==> src/rtl/sram_controller.sv <==
// sram_controller: serves 32-bit MEM-stage loads/stores from a 16-bit async
// SRAM as two half-word phases, holding ready low while an access is in flight.
//
// Ports:
//   clk, rst                 clock (rising edge), async active-low reset
//   wr_en, rd_en             MEM-stage requests (write wins when both set)
//   address, write_data      byte address and store data
//   read_data                load data, held until the next read completes
//   ready                    0 = pipeline must freeze
//   sram_addr                half-word address (low half even, high half odd)
//   sram_dq_out, sram_dq_in  SRAM data out / in
//   sram_dq_oe               1 = controller drives the DQ bus
//   sram_we_n                SRAM write strobe, active-low
module sram_controller #(
    parameter logic [31:0] ADDR_BASE   = 32'd1024,
    parameter int          WAIT_CYCLES = 5,
    parameter int          SRAM_ADDR_W = 18
) (
    input  logic                   clk,
    input  logic                   rst,
    input  logic                   wr_en,
    input  logic                   rd_en,
    input  logic [31:0]            address,
    input  logic [31:0]            write_data,
    output logic [31:0]            read_data,
    output logic                   ready,
    output logic [SRAM_ADDR_W-1:0] sram_addr,
    output logic [15:0]            sram_dq_out,
    input  logic [15:0]            sram_dq_in,
    output logic                   sram_dq_oe,
    output logic                   sram_we_n
);

    typedef enum logic [1:0] {IDLE, LO, HI, DONE} state_e;

    localparam int CW = (WAIT_CYCLES > 1) ? $clog2(WAIT_CYCLES) : 1;
    localparam logic [CW-1:0] CNT_LOAD = CW'(WAIT_CYCLES - 1);

    state_e                 state_q, state_d;
    logic [CW-1:0]          cnt_q, cnt_d;
    logic                   op_wr_q, op_wr_d;
    logic [SRAM_ADDR_W-2:0] w_q, w_d;
    logic [31:0]            wdata_q, wdata_d;
    logic [31:0]            rdata_q, rdata_d;
    logic [SRAM_ADDR_W-1:0] addr_q, addr_d;
    logic [15:0]            dq_q, dq_d;
    logic                   oe_q, oe_d;
    logic                   we_n_q, we_n_d;

    logic                   req;
    logic [SRAM_ADDR_W-2:0] w_in;

    assign req = wr_en | rd_en;

    // Word index with modular wrap: addresses outside the SRAM fold back.
    assign w_in = (SRAM_ADDR_W-1)'((address - ADDR_BASE) >> 2);

    // Pin values are registered so they change on the same edge as the state.
    always_comb begin
        state_d = state_q;
        cnt_d   = cnt_q;
        op_wr_d = op_wr_q;
        w_d     = w_q;
        wdata_d = wdata_q;
        rdata_d = rdata_q;
        addr_d  = addr_q;
        dq_d    = dq_q;
        oe_d    = oe_q;
        we_n_d  = we_n_q;
        unique case (state_q)
            IDLE: begin
                if (req) begin
                    state_d = LO;
                    cnt_d   = CNT_LOAD;
                    op_wr_d = wr_en;
                    w_d     = w_in;
                    wdata_d = write_data;
                    addr_d  = {w_in, 1'b0};
                    oe_d    = wr_en;
                    we_n_d  = ~wr_en;
                    if (wr_en) begin
                        dq_d = write_data[15:0];
                    end
                end
            end
            LO: begin
                if (cnt_q == '0) begin
                    state_d = HI;
                    cnt_d   = CNT_LOAD;
                    addr_d  = {w_q, 1'b1};
                    if (op_wr_q) begin
                        dq_d = wdata_q[31:16];
                    end else begin
                        rdata_d[15:0] = sram_dq_in;
                    end
                end else begin
                    cnt_d = cnt_q - CW'(1);
                end
            end
            HI: begin
                if (cnt_q == '0) begin
                    state_d = DONE;
                    oe_d    = 1'b0;
                    we_n_d  = 1'b1;
                    if (!op_wr_q) begin
                        rdata_d[31:16] = sram_dq_in;
                    end
                end else begin
                    cnt_d = cnt_q - CW'(1);
                end
            end
            DONE: begin
                state_d = IDLE;
            end
            default: begin
                state_d = IDLE;
            end
        endcase
    end

    always_ff @(posedge clk or negedge rst) begin
        if (!rst) begin
            state_q <= IDLE;
            cnt_q   <= '0;
            op_wr_q <= 1'b0;
            w_q     <= '0;
            wdata_q <= '0;
            rdata_q <= '0;
            addr_q  <= '0;
            dq_q    <= '0;
            oe_q    <= 1'b0;
            we_n_q  <= 1'b1;
        end else begin
            state_q <= state_d;
            cnt_q   <= cnt_d;
            op_wr_q <= op_wr_d;
            w_q     <= w_d;
            wdata_q <= wdata_d;
            rdata_q <= rdata_d;
            addr_q  <= addr_d;
            dq_q    <= dq_d;
            oe_q    <= oe_d;
            we_n_q  <= we_n_d;
        end
    end

    // A request seen in IDLE freezes the pipeline in that same cycle.
    assign ready = ~((state_q == IDLE && req) ||
                     state_q == LO || state_q == HI);

    assign read_data   = rdata_q;
    assign sram_addr   = addr_q;
    assign sram_dq_out = dq_q;
    assign sram_dq_oe  = oe_q;
    assign sram_we_n   = we_n_q;

endmodule

==> config.mk <==
export PLATFORM = sky130hd
export DESIGN_NAME = sram_controller
export DESIGN_NICKNAME = d
export VERILOG_FILES = /design/src/rtl/sram_controller.sv
export SDC_FILE = /design/constraint.sdc
export NUM_CORES = 1
export LEC_CHECK = 0
export ABC_AREA = 0
export CAP_MARGIN = 40
export CORE_AREA = 3 3 131 133
export CTS_CLUSTER_DIAMETER = 80
export DETAILED_ROUTE_END_ITERATION = 8
export DIE_AREA = 0 0 134 136
export GPL_TIMING_DRIVEN = 0
export REMOVE_ABC_BUFFERS = 1
export SYNTH_ARGS = -nofsm -noshare
export SYNTH_HDL_FRONTEND = slang
export SYNTH_SLANG_ARGS = --single-unit
==> constraint.sdc <==
create_clock -name clk -period 5.3 [get_ports clk]
set_clock_uncertainty 0.2 [all_clocks]
set_input_delay 1.325 -clock clk [delete_from_list [all_inputs] [get_ports clk]]
set_output_delay 1.325 -clock clk [all_outputs]
set_load 0.01 [all_outputs]
==> results of run 1 <==
critical path: cells and delay by family:
| family | cells | cell delay [ps] |
|---|---|---|
| AND/OR/NAND/NOR | 1 | 190 |
| AO/OA/AOI/OAI | 1 | 440 |
| buffers and inverters | 2 | 1090 |
layout by cell type (no fill, tap or decap), drive strengths merged, types with 5 or more instances in the layout:
master and instances:
clkdlybuf4s50 136, dfrtp 106, mux2 59, nand2 35
o21ai 28, mux2i 26, a21oi 25, nor2 23
clkbuf 9, inv 9, buf 8, ha 7
nor3 5
power breakdown:
group / switching [W] / internal, W
sequential: 0.000218 / 0.00124
clock: 0.000313 / 0.000418
combinational: 0.000871 / 0.00109
cell families after synthesis:
logic type / Yosys count / synth area share
and+or+nand+nor: 81 / 0.0852
adders and majority gates: 7 / 0.0187
AOI/OAI and AO/OA: 65 / 0.0806
xor gates and xnor gates: 7 / 0.0131
buffers and inverters: 26 / 0.0311
DFF: 107 / 0.573
muxes: 85 / 0.198
worst max-delay path by stage:
stage	start	to	slack (ps)	cells past startpoint
detailed placement	wr_en	ready	690	4
floorplan	rd_en	ready	1160	2
CTS	wr_en	ready	680	4
global route	wr_en	ready	590	4
finish	wr_en	ready	720	4
global placement	rst	w_q[4]$_DFFE_PN0P_	-1400	1
state kept, by name, summed over array words and instances, names as in the netlist:
register     count
state_q          2
wdata_q         16
cnt_q            3
sram_we_n        1
sram_addr       18
read_data       32
w_q             17
op_wr_q          1
sram_dq_oe       1
sram_dq_out     16
area by class of cell:
type	count	area [sq um]
Multi-Input combinational cell	245	1860
Timing Repair Buffer	144	1520
Sequential cell	107	2680
Tap cell	216	270
Inverter	8	30.0
Fill cell	1497	9260
Clock inverter	7	100
Clock buffer	9	225
metrics by stage:
step	hold slack [ps]	cell area, sq um
after global placement	262	6200
final	283	6680
after global routing	307	6680
after floorplan	249	4560
after detailed placement	270	6360
after CTS	288	6680
layer usage:
layer	share of wire	routed length [um]	vias up
met5	0	0	-
met1	0.46	5030	1622
li1	-	-	1595
met3	0.073	807	9
met2	0.46	5030	118
met4	0.012	132	0
==> impl_metrics.tcl, run 1 <==
set metrics [dict create \
    outcome "complete, no violations" \
    critical_path.startpoint_type "input port" \
    synth_top_area_share 0.568 \
    coreArea_sq_um 15900 \
    yosys_warnings 0 \
    dieHeight_um 136 \
    grt_busiest_layer "met2" \
    p_leak_nw 2.76 \
    ys_top_cells_by_area "dfrtp_1, mux2_2, mux2i_1" \
    synth_common_cells "dfrtp_1, mux2_2, nand2_1, mux2i_1" \
    fin_cells 736 \
    finalCoreUtilization 0.419 \
    route.detailed.wl_per_inst_um 14.9 \
    met3_usage 0.0389 \
    tns_ps 0 \
    start_util 0.293 \
    timing.rr.start "state_q[1]$_DFFE_PN0P_" \
    yosysTopAreaCell "dfrtp_1" \
    clk-insertion-delay-late_ps 350 \
    cts_resized 0 \
    antenna_cells 0 \
    async_flop_share 1.00 \
    hpwl_mm 8.20 \
    antenna_found_initial 0 \
    synth.avg_cell_area_sq_um 12.4 \
    drive_gt1_frac 0.188 \
    r2r_end "read_data[6]$_DFFE_PN0P_" \
    place.gp.congestion 0.717 \
    yosysUniqueCellTypes 45 \
    vias_per_cell 4.54 \
    dominantRegCellSynth "dfrtp_1" \
    vdd_drop_max_mv 0.188 \
    fmax_ghz 0.218 \
    firstDrtPassIters 4 \
    setup_viol 0 \
    drt-initial-drc-count 107 \
    ctsHoldBuffers 0 \
    antenna_left 0 \
    ys_ff_latch 107 \
    cap_violations 0 \
    synth-edff-count 0 \
    cts.clk_slew.worst_paths_ps 70 \
    min_to "sram_addr[3]$_DFFE_PN0P_" \
    nets 606 \
    hp-start "sram_addr[3]$_DFFE_PN0P_" \
    arrival_ps 3050 \
    cpMaxStageDelayCell "clkdlybuf4s50_1" \
    ys_seq_area_frac 0.573 \
    first_global_vias 3367 \
    clock_path_buffers 2 \
    fin_crit_ps 4580 \
    num_vias 3344 \
    rsz0062_at_grt "no" \
    drc 0 \
    io_buffers 137 \
    drv_slew 0 \
    power_density_nw_per_um2 620 \
    crit_fanout 10 \
    crit_required_ps 3770 \
    hold_violations 0 \
    grt.total_usage 0.124 \
    grt_use_met1 0.163 \
    grt_max_degree 55 \
    clkSinkCount 107 \
    grt_util_met2 0.194 \
    fin_ws_ps 722 \
    netlist_area_sq_um 4670 \
    rows 46 \
    cts_buffers 9 \
    die_w_um 134 \
    gr-total-overflow 0 \
    area_growth_pct 43.1 \
    path_cells "clkdlybuf4s50_1, o21ai_4, and2_1, clkdlybuf4s50_1" \
    end_kind "output pin" \
    tightestPinTransition_ps 837 \
    relSlewSlack 0.442 \
    cts_setup_buffers 0 \
    hold_path_depth 2 \
    htreeDepth 3 \
    cts_tree "yes" \
    finalPower_w 0.00415 \
    worstSetupPathType "in -> out" \
    r2r_slack_ps 2470 \
    min_path_type "reg -> reg" \
    cts-root-buf "clkbuf_16" \
    io_pins 153 \
    grt_first_pass_wirelength_mm 17.8 \
    routed_wl_mm 11.0 \
    period_share 0.864 \
    yosys.cell_count.top_type "dfrtp_1" \
    place_ws_ps 686 \
    synthCells 378 \
    path_common_cell "clkdlybuf4s50_1" \
    reg2reg_depth 6 \
    slowest_delay_ps 560 \
    dieArea_sq_um 18200 \
    place_inst 720 \
]
(Power assumes the default switching activity.)
==> run 2, diff against run 1 <==
--- a/config.mk
+++ b/config.mk
@@ -7,11 +7,12 @@
 export LEC_CHECK = 0
 export ABC_AREA = 0
 export CAP_MARGIN = 40
-export CORE_AREA = 3 3 131 133
+export CORE_AREA = 3 3 101 103
 export CTS_CLUSTER_DIAMETER = 80
 export DETAILED_ROUTE_END_ITERATION = 8
-export DIE_AREA = 0 0 134 136
+export DIE_AREA = 0 0 104 106
 export GPL_TIMING_DRIVEN = 0
+export PLACE_DENSITY = 0.85
 export REMOVE_ABC_BUFFERS = 1
 export SYNTH_ARGS = -nofsm -noshare
 export SYNTH_HDL_FRONTEND = slang
==> impl_metrics.tcl, run 2 (synthesis gave the netlist of run 1 again) <==
set metrics [dict create \
    hold_violations 0 \
    clk-insertion-delay-late_ps 350 \
    r2r_slack_ps 2480 \
    grt_first_pass_wirelength_mm 17.6 \
    worstSetupPathType "in -> out" \
    cts_buffers 9 \
    fin_ws_ps 629 \
    place_ws_ps 630 \
    cap_violations 0 \
    min_path_type "reg -> reg" \
    cts_setup_buffers 0 \
    gr-total-overflow 0 \
    fin_cells 647 \
    dieHeight_um 106 \
    place.gp.congestion 0.751 \
    fill_cells 701 \
    relSlewSlack 0.447 \
    io_pins 153 \
    finalPower_w 0.00386 \
    die_w_um 104 \
    coreArea_sq_um 9280 \
    arrival_ps 3150 \
    antenna_left 0 \
    place_inst 631 \
    hpwl_mm 7.81 \
    cts_tree "yes" \
    drt-initial-drc-count 95 \
    outcome "complete, no violations" \
    vias_per_cell 5.17 \
    area_growth_pct 36.6 \
    critical_path.startpoint_type "input port" \
    firstDrtPassIters 4 \
    crit_fanout 14 \
    fin_crit_ps 4670 \
    vdd_drop_max_mv 0.324 \
    drive_gt1_frac 0.185 \
    grt_max_degree 69 \
    rows 35 \
    final_common_cell "clkdlybuf4s50_1" \
    largest_register_ffs 32 \
    routed_wl_mm 10.3 \
    first_global_vias 3559 \
    period_share 0.881 \
    p_leak_nw 2.67 \
    drc 0 \
    htreeDepth 3 \
    num_vias 3345 \
    cts-root-buf "clkbuf_8" \
    power_density_nw_per_um2 605 \
    dieArea_sq_um 11000 \
    clock_path_buffers 2 \
    nets 604 \
    start_util 0.503 \
    end_kind "output pin" \
    drv_slew 0 \
    final_cell_mix "clkdlybuf4s50_1, dfrtp_1, mux2_2" \
    io_buffers 137 \
    tightestPinTransition_ps 829 \
    cts_resized 0 \
    setup_viol 0 \
    rsz0062_at_grt "no" \
    crit_required_ps 3770 \
    route.detailed.wl_per_inst_um 15.9 \
    clkSinkCount 107 \
    fmax_ghz 0.214 \
    antenna_found_initial 0 \
    antenna_cells 0 \
    grt.total_usage 0.196 \
    ctsHoldBuffers 0 \
    cts.clk_slew.worst_paths_ps 100 \
]
==> run 2: cell types whose count changed in the layout (fill, tap and decap cells not counted), sizes merged <==
| cell | before | now |
|---|---|---|
| bufinv | 2 | 0 |
| inv | 9 | 10 |
| clkbuf | 9 | 10 |
| buf | 8 | 6 |
==> run 2: area by class of cell <==
class,instances,area (sq um),share of cell area
inverter,8,30.0,0.00471
timing repair buffer,142,1470,0.230
tap,129,161,0.0253
multi-input combinational,245,1860,0.291
clock inverter,6,48.8,0.00765
sequential,107,2680,0.420
clock buffer,10,138,0.0216
==> run 2: worst max-delay path, cell delays in order <==
cell and delay (ps):
clkdlybuf4s50_1 550, o21ai_4 530, and2_1 210, clkdlybuf4s50_1 530
==> run 2: report_power, final <==
part	internal [W]	switching, W
combinational	0.00107	0.000867
sequential	0.00123	0.000228
clock	0.000189	0.000277
total	0.00249	0.00137
==> run 2: final timing paths <==
check                                                from                     endpoint  depth (start not counted)
worst max-delay path                                wr_en                        ready                          4
worst min-delay path            sram_addr[13]$_DFFE_PN0P_    sram_addr[13]$_DFFE_PN0P_                          2
worst max register to register     state_q[1]$_DFFE_PN0P_     read_data[8]$_DFFE_PN0P_                          6
worst min register to register  sram_addr[13]$_DFFE_PN0P_    sram_addr[13]$_DFFE_PN0P_                          2
max in group asynchronous                             rst  sram_dq_out[15]$_DFFE_PN0P_                          2
min in group asynchronous                             rst    read_data[27]$_DFFE_PN0P_                          1
==> run 2: layer usage <==
metal / global-route usage / vias up / wire length, um
li1: - / 1582 / -
met1: 0.236 / 1634 / 4260
met2: 0.338 / 119 / 5020
met3: 0.0662 / 10 / 878
met4: 0.0513 / 0 / 96
met5: 0 / - / 0
==> run 2: through the flow <==
stage	instance area [sq um]	utilization	setup TNS, ps	hold WS (ps)
floorplan	4560	-	0	249
global route	6380	0.687	0	321
CTS	6380	0.687	0	295
detailed placement	6190	0.667	0	270
finish	6380	0.687	0	292
global placement	6090	0.656	-128010	262
